===== src/rtl/alu_arbiter_if.sv =====
// alu_arbiter_if: requester and shared-ALU bus of the two-port ALU arbiter.
// slave = arbiter view; master = requesters plus the ALU datapath.
interface alu_arbiter_if #(
  parameter int DATA_WIDTH = 32
);

  // requester 0 / 1 request side
  logic                  Req0;
  logic                  Req1;
  logic [3:0]            Ctl0;
  logic [3:0]            Ctl1;
  logic [DATA_WIDTH-1:0] A0;
  logic [DATA_WIDTH-1:0] B0;
  logic [DATA_WIDTH-1:0] A1;
  logic [DATA_WIDTH-1:0] B1;

  // handshake and result side
  logic                  Gnt0;
  logic                  Gnt1;
  logic                  Done0;
  logic                  Done1;
  logic [DATA_WIDTH-1:0] Result;
  logic                  Zero;
  logic                  Err;
  logic                  Busy;

  // shared ALU side
  logic [3:0]            ALUControl;
  logic [DATA_WIDTH-1:0] DataIn0;
  logic [DATA_WIDTH-1:0] DataIn1;
  logic [DATA_WIDTH-1:0] DataOut;
  logic                  ZeroOut;

  modport slave (
    input  Req0, Req1,
    input  Ctl0, Ctl1,
    input  A0, B0, A1, B1,
    input  DataOut, ZeroOut,
    output Gnt0, Gnt1,
    output Done0, Done1,
    output Result, Zero, Err,
    output Busy,
    output ALUControl,
    output DataIn0, DataIn1
  );

  modport master (
    output Req0, Req1,
    output Ctl0, Ctl1,
    output A0, B0, A1, B1,
    output DataOut, ZeroOut,
    input  Gnt0, Gnt1,
    input  Done0, Done1,
    input  Result, Zero, Err,
    input  Busy,
    input  ALUControl,
    input  DataIn0, DataIn1
  );

endinterface


===== src/rtl/alu_arbiter.sv =====
// alu_arbiter: shares one ALU between two requesters, 3-cycle op (IDLE/ISSUE/CAPTURE).
// Ports: Clock, Reset (async, high), bus (alu_arbiter_if.slave: Req/Ctl/A/B in, Gnt/Done/Result out, ALU drives).
module alu_arbiter #(
  parameter int DATA_WIDTH = 32
) (
  input logic          Clock,
  input logic          Reset,
  alu_arbiter_if.slave bus
);

  typedef enum logic [1:0] {
    IDLE    = 2'd0,
    ISSUE   = 2'd1,
    CAPTURE = 2'd2
  } state_e;

  state_e state_q, state_d;

  // last_q doubles as the current owner: it only moves on a grant
  logic last_q, last_d;

  logic [3:0]            ctl_q, ctl_d;
  logic [DATA_WIDTH-1:0] din0_q, din0_d;
  logic [DATA_WIDTH-1:0] din1_q, din1_d;

  logic [DATA_WIDTH-1:0] res_q, res_d;
  logic                  zero_q, zero_d;
  logic                  err_q, err_d;

  logic done0_q, done0_d;
  logic done1_q, done1_d;

  logic gnt0;
  logic gnt1;
  logic pick1;
  logic any_req;
  logic ctl_ok;

  // requester 1 wins alone, or on a tie when 0 owned last
  assign any_req = bus.Req0 | bus.Req1;
  assign pick1   = bus.Req1 & (~bus.Req0 | ~last_q);

  always_comb begin
    ctl_ok = 1'b0;
    unique case (1'b1)
      (ctl_q == 4'b0000): ctl_ok = 1'b1;
      (ctl_q == 4'b0001): ctl_ok = 1'b1;
      (ctl_q == 4'b0010): ctl_ok = 1'b1;
      (ctl_q == 4'b0110): ctl_ok = 1'b1;
      (ctl_q == 4'b0111): ctl_ok = 1'b1;
      (ctl_q == 4'b1100): ctl_ok = 1'b1;
      default:            ctl_ok = 1'b0;
    endcase
  end

  always_comb begin
    state_d = state_q;
    last_d  = last_q;
    ctl_d   = ctl_q;
    din0_d  = din0_q;
    din1_d  = din1_q;
    res_d   = res_q;
    zero_d  = zero_q;
    err_d   = err_q;
    done0_d = 1'b0;
    done1_d = 1'b0;
    gnt0    = 1'b0;
    gnt1    = 1'b0;

    unique case (state_q)
      IDLE: begin
        // Reset gating keeps Gnt low while held in reset
        if (any_req && !Reset) begin
          gnt0    = ~pick1;
          gnt1    = pick1;
          last_d  = pick1;
          ctl_d   = pick1 ? bus.Ctl1 : bus.Ctl0;
          din0_d  = pick1 ? bus.A1 : bus.A0;
          din1_d  = pick1 ? bus.B1 : bus.B0;
          state_d = ISSUE;
        end
      end
      ISSUE: begin
        state_d = CAPTURE;
      end
      CAPTURE: begin
        res_d   = bus.DataOut;
        zero_d  = bus.ZeroOut;
        err_d   = ~ctl_ok;
        done0_d = ~last_q;
        done1_d = last_q;
        state_d = IDLE;
      end
      default: begin
        state_d = IDLE;
      end
    endcase
  end

  always_ff @(posedge Clock or posedge Reset) begin
    if (Reset) begin
      state_q <= IDLE;
      last_q  <= 1'b1;
      ctl_q   <= '0;
      din0_q  <= '0;
      din1_q  <= '0;
      res_q   <= '0;
      zero_q  <= 1'b0;
      err_q   <= 1'b0;
      done0_q <= 1'b0;
      done1_q <= 1'b0;
    end else begin
      state_q <= state_d;
      last_q  <= last_d;
      ctl_q   <= ctl_d;
      din0_q  <= din0_d;
      din1_q  <= din1_d;
      res_q   <= res_d;
      zero_q  <= zero_d;
      err_q   <= err_d;
      done0_q <= done0_d;
      done1_q <= done1_d;
    end
  end

  assign bus.Gnt0       = gnt0;
  assign bus.Gnt1       = gnt1;
  assign bus.Done0      = done0_q;
  assign bus.Done1      = done1_q;
  assign bus.Result     = res_q;
  assign bus.Zero       = zero_q;
  assign bus.Err        = err_q;
  assign bus.Busy       = (state_q != IDLE);
  assign bus.ALUControl = ctl_q;
  assign bus.DataIn0    = din0_q;
  assign bus.DataIn1    = din1_q;

  a_gnt_mx: assert property (
    @(posedge Clock) disable iff (Reset)
    !(bus.Gnt0 && bus.Gnt1));

  a_done_mx: assert property (
    @(posedge Clock) disable iff (Reset)
    !(bus.Done0 && bus.Done1));

  a_no_gnt_busy: assert property (
    @(posedge Clock) disable iff (Reset)
    bus.Busy |-> !(bus.Gnt0 || bus.Gnt1));

endmodule


===== src/flat_wrapper.sv =====
// flat-port wrapper written by rule: the top's interface ports become plain ports
module alu_arbiter_flat 
#(
  parameter int DATA_WIDTH = 32
)
  (Clock, Reset, bus_Req0, bus_Req1, bus_Ctl0, bus_Ctl1, bus_A0, bus_B0, bus_A1, bus_B1, bus_DataOut, bus_ZeroOut, bus_Gnt0, bus_Gnt1, bus_Done0, bus_Done1, bus_Result, bus_Zero, bus_Err, bus_Busy, bus_ALUControl, bus_DataIn0, bus_DataIn1);
  alu_arbiter_if #(.DATA_WIDTH(DATA_WIDTH)) bus_i ();
  input logic Clock;
  input logic Reset;
  input wire logic [$bits(bus_i.Req0)-1:0] bus_Req0;
  input wire logic [$bits(bus_i.Req1)-1:0] bus_Req1;
  input wire logic [$bits(bus_i.Ctl0)-1:0] bus_Ctl0;
  input wire logic [$bits(bus_i.Ctl1)-1:0] bus_Ctl1;
  input wire logic [$bits(bus_i.A0)-1:0] bus_A0;
  input wire logic [$bits(bus_i.B0)-1:0] bus_B0;
  input wire logic [$bits(bus_i.A1)-1:0] bus_A1;
  input wire logic [$bits(bus_i.B1)-1:0] bus_B1;
  input wire logic [$bits(bus_i.DataOut)-1:0] bus_DataOut;
  input wire logic [$bits(bus_i.ZeroOut)-1:0] bus_ZeroOut;
  output wire logic [$bits(bus_i.Gnt0)-1:0] bus_Gnt0;
  output wire logic [$bits(bus_i.Gnt1)-1:0] bus_Gnt1;
  output wire logic [$bits(bus_i.Done0)-1:0] bus_Done0;
  output wire logic [$bits(bus_i.Done1)-1:0] bus_Done1;
  output wire logic [$bits(bus_i.Result)-1:0] bus_Result;
  output wire logic [$bits(bus_i.Zero)-1:0] bus_Zero;
  output wire logic [$bits(bus_i.Err)-1:0] bus_Err;
  output wire logic [$bits(bus_i.Busy)-1:0] bus_Busy;
  output wire logic [$bits(bus_i.ALUControl)-1:0] bus_ALUControl;
  output wire logic [$bits(bus_i.DataIn0)-1:0] bus_DataIn0;
  output wire logic [$bits(bus_i.DataIn1)-1:0] bus_DataIn1;
  assign bus_i.Req0 = bus_Req0;
  assign bus_i.Req1 = bus_Req1;
  assign bus_i.Ctl0 = bus_Ctl0;
  assign bus_i.Ctl1 = bus_Ctl1;
  assign bus_i.A0 = bus_A0;
  assign bus_i.B0 = bus_B0;
  assign bus_i.A1 = bus_A1;
  assign bus_i.B1 = bus_B1;
  assign bus_i.DataOut = bus_DataOut;
  assign bus_i.ZeroOut = bus_ZeroOut;
  assign bus_Gnt0 = bus_i.Gnt0;
  assign bus_Gnt1 = bus_i.Gnt1;
  assign bus_Done0 = bus_i.Done0;
  assign bus_Done1 = bus_i.Done1;
  assign bus_Result = bus_i.Result;
  assign bus_Zero = bus_i.Zero;
  assign bus_Err = bus_i.Err;
  assign bus_Busy = bus_i.Busy;
  assign bus_ALUControl = bus_i.ALUControl;
  assign bus_DataIn0 = bus_i.DataIn0;
  assign bus_DataIn1 = bus_i.DataIn1;
  alu_arbiter #(.DATA_WIDTH(DATA_WIDTH)) u_core (.Clock(Clock), .Reset(Reset), .bus(bus_i));
endmodule

===== config.mk =====
export PLATFORM = sky130hd
export DESIGN_NAME = alu_arbiter_flat
export DESIGN_NICKNAME = d
export VERILOG_FILES = /design/src/rtl/alu_arbiter_if.sv /design/src/rtl/alu_arbiter.sv /design/src/flat_wrapper.sv
export SDC_FILE = /design/constraint.sdc
export NUM_CORES = 1
export LEC_CHECK = 0
export CORE_ASPECT_RATIO = 1.75
export CORE_MARGIN = 2
export CORE_UTILIZATION = 41
export CTS_CLUSTER_DIAMETER = 200
export DETAILED_ROUTE_END_ITERATION = 12
export GPL_TIMING_DRIVEN = 0
export PLACE_DENSITY_LB_ADDON = 0.25
export SYNTH_ARGS = -nofsm -noshare
export SYNTH_HDL_FRONTEND = slang
export SYNTH_SLANG_ARGS = --single-unit

===== constraint.sdc =====
create_clock -name Clock -period 9.5 [get_ports Clock]
set_clock_uncertainty 0.1 [all_clocks]
set_input_delay 0.95 -clock Clock [delete_from_list [all_inputs] [get_ports Clock]]
set_output_delay 0.95 -clock Clock [all_outputs]
set_load 0.02 [all_outputs]

## After elaboration in Yosys (flattened, before gate mapping)

Cells that the tools add are included.

- Bits in registers: 107
- Input port bits: 173
- Output and inout bits: 107
- Word-level logic and storage cells: 44

- Equal/unequal tests: 8
- Multiplexer cells: 12
- Bitwise gates (word level): 7
- Reduce and logical (&&, ||, !) cells: 7

Operator list:

| cell | number |
|---|---|
| two-way mux 32 bit | 2 |
| equality test 4 x 3 -> 1 bit, second input constant | 2 |
| two-way mux 1 bit | 7 |
| OR reduction 6 bit | 1 |
| equality test 4 x 1 -> 1 bit, second input constant | 1 |
| equality test 4 x 2 -> 1 bit, second input constant | 1 |
| equality test 4 bit, second input constant | 1 |
| logical NOT 4 bit | 1 |
| two-way mux 4 bit | 1 |
| inverter 1 bit | 4 |
| one-hot mux 2 bit (2 select lines) | 1 |
| equality test 2 x 1 -> 1 bit, second input constant | 1 |
| equality test 2 bit, second input constant | 1 |
| logical NOT 2 bit | 1 |
| two-way mux 2 bit | 1 |
| inequality test 2 x 1 -> 1 bit, second input constant | 1 |
| bitwise OR 1 bit | 2 |
| AND reduction 2 bit | 1 |
| nonzero test 2 bit | 1 |
| bitwise AND 1 bit | 1 |
| logical AND 1 bit | 1 |
| logical NOT 1 bit | 1 |

## Logic depth before layout (Yosys ltp)

- Depth after elaboration: 6
- Depth in mapped cells: 7
- Depth with buffers taken out: 3

## Worst setup path before layout

No wires, ideal clock.

- Path type: input -> output
- Start point: in Reset
- End point: out bus_Gnt0
- Data arrival time: 2,017 ps
- Required time: 8,450 ps
- Slack: 6,433 ps
- Stages on the path: 5
- Path buffers: 3
- Path through: or3_1 buf_2 buf_6 buf_6 nor3b_2

- Longest elaborated chain between the ends: 4

Ends and longest elaborated chain:

| what | line | source |
|---|---|---|
| from (decl) | flat_wrapper.sv:9 | `input logic Reset;` |
| logical NOT 1 bit | alu_arbiter.sv:73 | `if (any_req && !Reset) begin` |
| logical AND 1 bit | alu_arbiter.sv:73 |  |
| two-way mux 1 bit | alu_arbiter.sv:73 |  |
| two-way mux 1 bit | alu_arbiter.sv:70 | `unique case (state_q)` |
| to (decl) | flat_wrapper.sv:20 | `output wire logic [$bits(bus_i.Gnt0)-1:0] bus_Gnt0;` |

Every way passes these cells.

## Worst setup path in the final report

Same ends and word-level chain as after synthesis.

==> metrics.txt <==
PD cells 226 nW/um2; Pre-antenna DRT Iters 4; DR WL/cell 19.2 um; DIE AREA 12400 um2; largest cells by area after synthesis dfrtp_1 (56%), a221o_1 (14%), mux2_2 (7.9%), nor3_1 (6.4%), nand2_1 (5.6%); fin area 7960 um2; largest net degree at the start of global routing 65; routability cong. 0.804; Routed Antenna Nets 0; CP Buf/Inv Count 5; status finished clean; syn nets 583; DR vias/cell 5.47; Rows 51; Worst-path clk slew 70 ps; min-delay worst type register to register; Critical Path Max Stage Delay 680 ps; number of flops mapped to enable cells by yosys 0; num ports 280; sequential area share after synthesis 0.569; Routed WL 16100 um; first-pass GRT wire length 25200 um; TritonCTS clock tree yes; gr ovfl total 0; Final setup viols 0; total CTS buffers 9; CP arrival 3110 ps; n_diodes 0; setup tns final 0 ps; initial antenna violation count 0; number of global-route vias before repair 4864; fraction of registers with async set/reset 1.00; Mean Syn Cell Area 11.5 um2; Core ar. 11200 um2; Final HPWL DP 12600 um; post-synth top area cell dfrtp_1; post-synthesis sequential element count 107; H-tree Lvls 3; leak pwr 3.29 nW; VDD IR-drop max 0.156 mV; Final Hold Vio Count 0; clock tree buffer depth 2; critical path capture point type output port; fraction of layout cells with a size suffix above 1 0.111; DRT iter0 DRCs 236; DRC 0; max cap viols 0; commonest non-fill, non-tap cell in the layout clkdlybuf4s50_1; Initial Util 0.422; Syn Std Cell Area 4710 um2; CTS resizes 0; Main synth FF type dfrtp_1; Slowest cell on crit path clkdlybuf4s50_1; max_slew headroom 0.574; WP data required 8450 ps; cts-stage hold buffer count 0; GRT Total Usage 0.258; Place WS 5340 ps; Clock Latency Late Sink 340 ps; Tmin final 4160 ps; Layout Nets 873; Cell Chain, Critical Path clkdlybuf4s50_1 -> or3_1 -> buf_2 -> buf_6 -> buf_6 -> nor3b_2 -> clkdlybuf4s50_1; CP max FO 10; fin crit share 0.438; critical path class input pin to output port; Slew Limit Fails 0; area growth from synthesis to layout 68.9%; measured slew at the worst slew-check pin 635 ps; Distinct cells, synth 24; startpoint types input pin; yosys warns 0; share of the synthesized area in the top cell type 0.563; commonest cells after routing, fill and taps aside clkdlybuf4s50_1 (278), dfrtp_1 (106), nand2_1 (70), a221o_1 (68), nor3_1 (60); Post-CTS Setup Bufs 0; Post-Syn Instances 410; Area after DPL 7690 um2; die width 85.0 um; Sink Count 107; Fmax achieved 240 MHz; RSZ-0062 raised after global routing false; DR vias 4577; setup ws final 5340 ps; chip height 146 um; IO buf count 278; Top Family by Delay on Critical Path buffers and inverters; root buffer cell clkbuf_16
-- worst register-to-register path, cell delays in order, from the launching register on --
cell,delay [ps]
dfrtp_1,420
nor3_1,240
o21ai_1,290
clkbuf_1,350
a221o_1,430
-- power breakdown --
part / internal (mW) / total [mW] / switching, mW
registers: 0.591 / 0.669 / 0.0776
clock network: 0.180 / 0.349 / 0.169
logic: 0.415 / 0.778 / 0.363
total: 1.19 / 1.80 / 0.609
-- worst paths after layout --
kind                                                from                                  to  slack, ps  cells after the start
hold reg to reg               u_core.bus.Err$_DFFE_PP0N_          u_core.bus.Err$_DFFE_PP0N_        380                      2
setup reg to reg           u_core.state_q[1]$_DFFE_PP0P_  u_core.bus.DataIn1[24]$_DFFE_PP0P_       7560                      4
min in group asynchronous                          Reset       u_core.state_q[1]$_DFFE_PP0P_        990                      2
setup / recovery                                   Reset                            bus_Gnt0       5340                      7
hold / removal                u_core.bus.Err$_DFFE_PP0N_          u_core.bus.Err$_DFFE_PP0N_        380                      2
max in group asynchronous                          Reset  u_core.bus.DataIn1[24]$_DFFE_PP0P_       7620                      3
-- state kept, by name, indices dropped and copies added (netlist names) --
register and cells:
u_core.bus.DataIn1 32, u_core.bus.Done1 1, u_core.bus.Done0 1, u_core.bus.ALUControl 4, u_core.bus.DataIn0 32, u_core.bus.Err 1, u_core.state_q 2, u_core.last_q 1
u_core.bus.Result 32, u_core.bus.Zero 1
-- cell families after synthesis --
| logic type | count (synthesis) | synth area share |
|---|---|---|
| compound gates | 72 | 0.149 |
| xor+xnor | 1 | 0.00186 |
| buf+inv | 46 | 0.0465 |
| flops | 107 | 0.569 |
| mux | 33 | 0.0789 |
| simple gates | 151 | 0.155 |
-- area by class of cell --
cell class | count | area, um2
fillers | 838 | 3210
repair buffers | 279 | 2810
flip-flops and latches | 107 | 2680
multi-input cells | 257 | 1810
clock buffers | 11 | 233
plain buffers | 43 | 208
well taps | 132 | 165
clock inverters | 5 | 36.3
inverters | 3 | 13.8
-- layer usage --
layer / wire, um / track usage / up-vias
li1: - / - / 2101
met1: 5520 / 0.264 / 2196
met2: 8660 / 0.473 / 237
met3: 1310 / 0.0681 / 43
met4: 601 / 0.120 / 0
met5: 0 / 0 / -
-- cell usage after synthesis, drive strengths merged, types with 2 or more instances --
cell,n
dfrtp,106
nor2,3
inv,3
nand2,70
nand2b,2
a221o,68
nor2b,2
buf,20
nor3,69
clkbuf,23
a21oi,2
mux2,33
-- per-stage QoR --
| step | util | instances | hold WS [ps] | total power [mW] |
|---|---|---|---|---|
| final | 0.712 | 837 | 382 | 1.80 |
| after global routing | 0.712 | 837 | 414 | 1.88 |
| after CTS | 0.712 | 837 | 384 | 1.81 |
| after detailed placement | 0.688 | 821 | 369 | 1.46 |
| after global placement | 0.686 | 820 | 362 | 1.43 |
| after floorplan | - | 410 | 354 | 1.04 |
No activity file was read; power rests on OpenSTA's default activity.
==> RTL change 1: new RTL, same flow settings <==
Make the reset (`Reset`) synchronous in one clocked block. Comments in the files are not updated.
--- a/src/rtl/alu_arbiter.sv
+++ b/src/rtl/alu_arbiter.sv
@@ -98,5 +98,5 @@
   end
 
-  always_ff @(posedge Clock or posedge Reset) begin
+  always_ff @(posedge Clock) begin
     if (Reset) begin
       state_q <= IDLE;
Function: differs if Reset is asserted again (counterexample within 4 cycles, from zero or initial values and one cycle with Reset high); with Reset held inactive, the same outputs for 10 cycles.
==> RTL change 1 against the original RTL <==
- design area fell by 5.3%
- register-to-register slack improved by 0.13 ns
- wire length fell by 1.2%
- sequential cell count did not move
- setup slack improved by 0.0084 ns
- global-route usage rose by 1.4 points
- synthesized area fell by 9.4%
- critical path depth fell by 1
- critical endpoint is now bus_Gnt1
- highest routed layer unchanged
Power is not compared: it rests on default switching activity, and its combinational part moved more than twofold at a synthesized area within 25%.
==> RTL change 1: results (changes against the original RTL) <==
first-pass GRT wire length: 23860 um (-5.3%)
post-DP HPWL: 12150 um (-3.2%)
final wirelength: 15900 um (-1.2%)
gpl congestion: 0.8314 (+3.4%)
final core utilization: 0.7360 (+0.02354)
Period minus WS final: 4.156 ns (-0.008420 ns)
PortBufs: 279 (+0.36%)
number of global-route vias before repair: 4820 (-0.90%)
Leak: 2.853 nW
Worst setup endpoint: bus_Gnt1
mux cell area share after synthesis: 0 (-0.07891)
DR vias/cell: 5.513 (+0.82%)
reg2reg path depth: 5 (+1)
layout cells sized above 1: 0.05359 (-0.05704)
pre-CTS worst setup slack: 5.290 ns (-0.05107 ns)
Netlist cell types: 30 (+25%)
Worst VDD drop: 98.22 uV
top cells by count, synth: 107 x dfxtp_1, 68 x nand2_1, 42 x a221o_1, 42 x and3_1, 34 x a21oi_1
r2r startpoint: u_core.state_q[1]$_SDFFE_PP0P_
placed insts: 877 (+6.8%)
status: completed
DP Area: 7219 um^2 (-6.1%)
initial DRC count: 179 (-24%)
FFs w/ async S/R, synth: 0 (-1.000)
reg2reg end: u_core.bus.DataIn0[17]$_SDFFE_PP0P_
Mapped Nets: 644 (+10%)
slowest stage delay, CP: 0.60 ns (-0.08 ns)
via count: 4918 (+7.5%)
slew margin rel.: 0.6032 (+0.02956)
Total GRT Usage: 0.2716 (+0.01404)
Max clock buf depth: 2 (unchanged)
DRT Pass-1 Iters: 5 (+1)
worst reg-to-reg setup slack: 7.69 ns (+0.13 ns)
largest net degree at the start of global routing: 17 (-74%)
slowest CP cell: clkdlybuf4s50_1
Crit path max-delay family: buffers and inverters
Mapped Cells: 471 (+15%)
Seq/Total Area, Yosys: 0.5019 (-0.06690)
Layout Nets: 934 (+7.0%)
xor/xnor share of the synthesized area: 0 (-0.001860)
Synth Area in Compound Gates: 0.2161 (+0.06676)
FILL cells: 754 (-10%)
Area contributors post-synth: dfxtp_1 50%, a221o_1 9.9%, and3_1 6.2%, nand2_1 6.0%, a21oi_1 4.0%
==> RTL change 1: cell types whose count changed after synthesis, sizes merged, moves of 5 or more <==
| cell | before | now |
|---|---|---|
| dfxtp | 0 | 107 |
| clkbuf | 23 | 28 |
| nand3 | 0 | 26 |
| mux2 | 33 | 0 |
| a221o | 68 | 42 |
| a31oi | 0 | 26 |
| o21ai | 1 | 26 |
| buf | 20 | 25 |
| a21oi | 2 | 34 |
| nand4 | 0 | 26 |
| and3 | 1 | 43 |
| dfrtp | 106 | 0 |
| nor3 | 69 | 3 |
==> RTL change 1: cells by family (layout without fill, tap and decap cells) <==
group                  after synthesis  count (layout)
and+or+nand+nor                    178             178
buffers and inverters               54             348
DFF                                107             107
AOI/OAI and AO/OA                  132             132
==> RTL change 1: area by class of cell <==
cell class | instances | share of cell area
buffer | 53 | 0.03619
tap | 127 | 0.02109
inverter | 1 | 0.0004981
clock inverter | 4 | 0.009796
sequential | 107 | 0.2842
clock buffer | 11 | 0.03221
multi-input combinational | 310 | 0.2454
timing repair buffer | 279 | 0.3706
==> RTL change 1: worst register-to-register path, cell delays in order (launching register included) <==
cell     delay (ns)
dfxtp_1        0.35
nor3_2         0.44
buf_2          0.31
buf_2          0.26
nand3_1        0.12
a31oi_1        0.16
==> RTL change 1: worst min path at each step <==
stage                     slack [ns]  cells after the start                                 end                                from
final                           0.36                      2  u_core.bus.Result[21]$_SDFFE_PP0N_  u_core.bus.Result[21]$_SDFFE_PP0N_
after global routing            0.37                      2   u_core.bus.Result[7]$_SDFFE_PP0N_   u_core.bus.Result[7]$_SDFFE_PP0N_
after CTS                       0.36                      2   u_core.bus.Result[7]$_SDFFE_PP0N_   u_core.bus.Result[7]$_SDFFE_PP0N_
after detailed placement        0.35                      2   u_core.bus.Result[7]$_SDFFE_PP0N_   u_core.bus.Result[7]$_SDFFE_PP0N_
after global placement          0.34                      2        u_core.bus.Zero$_SDFFE_PP0N_        u_core.bus.Zero$_SDFFE_PP0N_
after floorplan                 0.38                      1      u_core.state_q[1]$_SDFFE_PP0P_      u_core.state_q[1]$_SDFFE_PP0P_
==> RTL change 1: power by group through the flow <==
| stage | Clock (mW) | Sequential [mW] | Combinational [mW] |
|---|---|---|---|
| after floorplan | 0 | 0.544 | 0.0815 |
| after global placement | 0 | 0.507 | 0.275 |
| after detailed placement | 0 | 0.508 | 0.279 |
| after CTS | 0.403 | 0.499 | 0.281 |
| after global routing | 0.421 | 0.502 | 0.297 |
| final | 0.397 | 0.500 | 0.280 |
==> RTL change 1: routing by layer <==
layer  track usage  routed length (um)
met5             0                   0
met4        0.1570                 934
met2        0.4637                8030
met1        0.2898                5803
met3       0.07617                1130
==> RTL change 2: new RTL, config.mk and constraints unchanged <==
Without the edit above. `DATA_WIDTH` is set to 32 in 3 places; all go to 16.
--- a/src/rtl/alu_arbiter_if.sv
+++ b/src/rtl/alu_arbiter_if.sv
@@ -2,5 +2,5 @@
 // slave = arbiter view; master = requesters plus the ALU datapath.
 interface alu_arbiter_if #(
-  parameter int DATA_WIDTH = 32
+  parameter int DATA_WIDTH = 16
 );
 
--- a/src/rtl/alu_arbiter.sv
+++ b/src/rtl/alu_arbiter.sv
@@ -2,5 +2,5 @@
 // Ports: Clock, Reset (async, high), bus (alu_arbiter_if.slave: Req/Ctl/A/B in, Gnt/Done/Result out, ALU drives).
 module alu_arbiter #(
-  parameter int DATA_WIDTH = 32
+  parameter int DATA_WIDTH = 16
 ) (
   input logic          Clock,
--- a/src/flat_wrapper.sv
+++ b/src/flat_wrapper.sv
@@ -2,5 +2,5 @@
 module alu_arbiter_flat 
 #(
-  parameter int DATA_WIDTH = 32
+  parameter int DATA_WIDTH = 16
 )
   (Clock, Reset, bus_Req0, bus_Req1, bus_Ctl0, bus_Ctl1, bus_A0, bus_B0, bus_A1, bus_B1, bus_DataOut, bus_ZeroOut, bus_Gnt0, bus_Gnt1, bus_Done0, bus_Done1, bus_Result, bus_Zero, bus_Err, bus_Busy, bus_ALUControl, bus_DataIn0, bus_DataIn1);
Interface: changed (8 resized); port bits go from 280 to 152. The function was not compared with the original's and may differ.
==> RTL change 2 against the original RTL <==
- count of clock-buffer cells in the layout grew 3
- core utilization increased by 0.93 points
- sequential cell count down 48
- setup slack improved by 0.093 ns
- wire length fell by 50%
- die area fell by 40%
- sequential share of layout area fell by 2.4 points
- power down 37%
- via count is 45% lower
- cell count shrank 43%
- register-to-register slack gained 0.22 ns
- synthesized area fell by 41%
- design area down 41%
- highest routed layer unchanged
==> RTL change 2: results (changes against the original RTL) <==
largest net degree at the start of global routing: 32 (-51%)
status: completed
DP Area: 4405 um^2 (-43%)
core area: 6539 um^2 (-41%)
Worst Hold End: u_core.last_q$_DFFE_PP1P_
Clk Latency, worst-skew pair: 0.32 ns (-0.02 ns)
post-DP HPWL: 5823 um (-54%)
FF/Latch Area: 1478 um^2 (-45%)
Least-Margin Pin Slew: 0.6151 ns (-0.02027 ns)
Setup WS post-layout: 5.428 ns (+0.09311 ns)
fraction of area in registers: 0.3131 (-0.02359)
initial DRC count: 112 (-53%)
PortBufs: 151 (-46%)
hold wc startpoint: u_core.last_q$_DFFE_PP1P_
Layout Nets: 484 (-45%)
worst reg-to-reg setup slack: 7.78 ns (+0.22 ns)
top cells by count, synth: 58 x dfrtp_1, 37 x nand2_1, 36 x a221o_1, 30 x nor3_2, 17 x mux2_2
reg2reg path depth: 5 (+1)
FILL cells: 515 (-39%)
GR Layer Usage met1: 0.2456 (-0.01880)
reg2reg end: u_core.bus.DataIn0[1]$_DFFE_PP0P_
via count: 2516 (-45%)
mux cell area share after synthesis: 0.06907 (-0.009831)
Mapped Nets: 321 (-45%)
placed insts: 462 (-44%)
multi-input logic area: 1136 um^2 (-37%)
gpl congestion: 0.7837 (-2.6%)
clk sinks: 59 (-45%)
met3 usage: 0.07654 (+0.008475)
comb_multi_in: 144 (-44%)
Synth Area in Compound Gates: 0.1413 (-0.008000)
Non-clk bufs: 174 (-46%)
Seq/Total Area, Yosys: 0.5332 (-0.03563)
ClkCell Share: 0.06654 (+0.03273)
worst hold path type: reg2reg
Total GRT Usage: 0.2302 (-0.02736)
Worst VDD drop: 180.0 uV (+15%)
xor/xnor share of the synthesized area: 0 (-0.001860)
Avg Inst Size Synth: 12.16 um^2 (+5.8%)
DR vias/cell: 5.275 (-3.5%)
Netlist cell types: 26 (+8.3%)
buffer share of cell area: 0.3555 (-0.02379)
clock-pin slew of the registers on the worst-case setup and hold paths: 0.05 ns (-0.02 ns)
Fin Hold WS: 0.4030 ns (+0.02131 ns)
layout cells sized above 1: 0.2152 (+0.1046)
post-CTS setup buffers: 0 (unchanged)
## RTL change 2: cell types whose count changed after synthesis, moves of 3 or more
cell / delta
clkbuf_1: -19
nor3_2: +21
dfrtp_1: -48
nor3_1: -53
mux2_2: -16
buf_1: -3
a221o_1: -32
nand2_1: -33
## RTL change 2: how the worst max path moves through the flow
stage          startpoint        to  depth (start not counted)
2_1_floorplan       Reset  bus_Gnt0                          4
6_report         bus_Req0  bus_Gnt0                          5
3_5_place_dp     bus_Req0  bus_Gnt0                          5
3_3_place_gp     bus_Req0  bus_Gnt0                          5
4_1_cts          bus_Req0  bus_Gnt0                          5
5_1_grt          bus_Req0  bus_Gnt0                          5
## RTL change 2: per-layer routing
layer,vias up,share of wire
met1,1231,0.38
met2,99,0.54
li1,1172,-
met4,0,0.016
met5,-,0
met3,14,0.068
## RTL change 2: report_power, final
group	internal [mW]	switching (mW)
registers	0.326	0.0426
clock network	0.230	0.106
logic	0.231	0.195
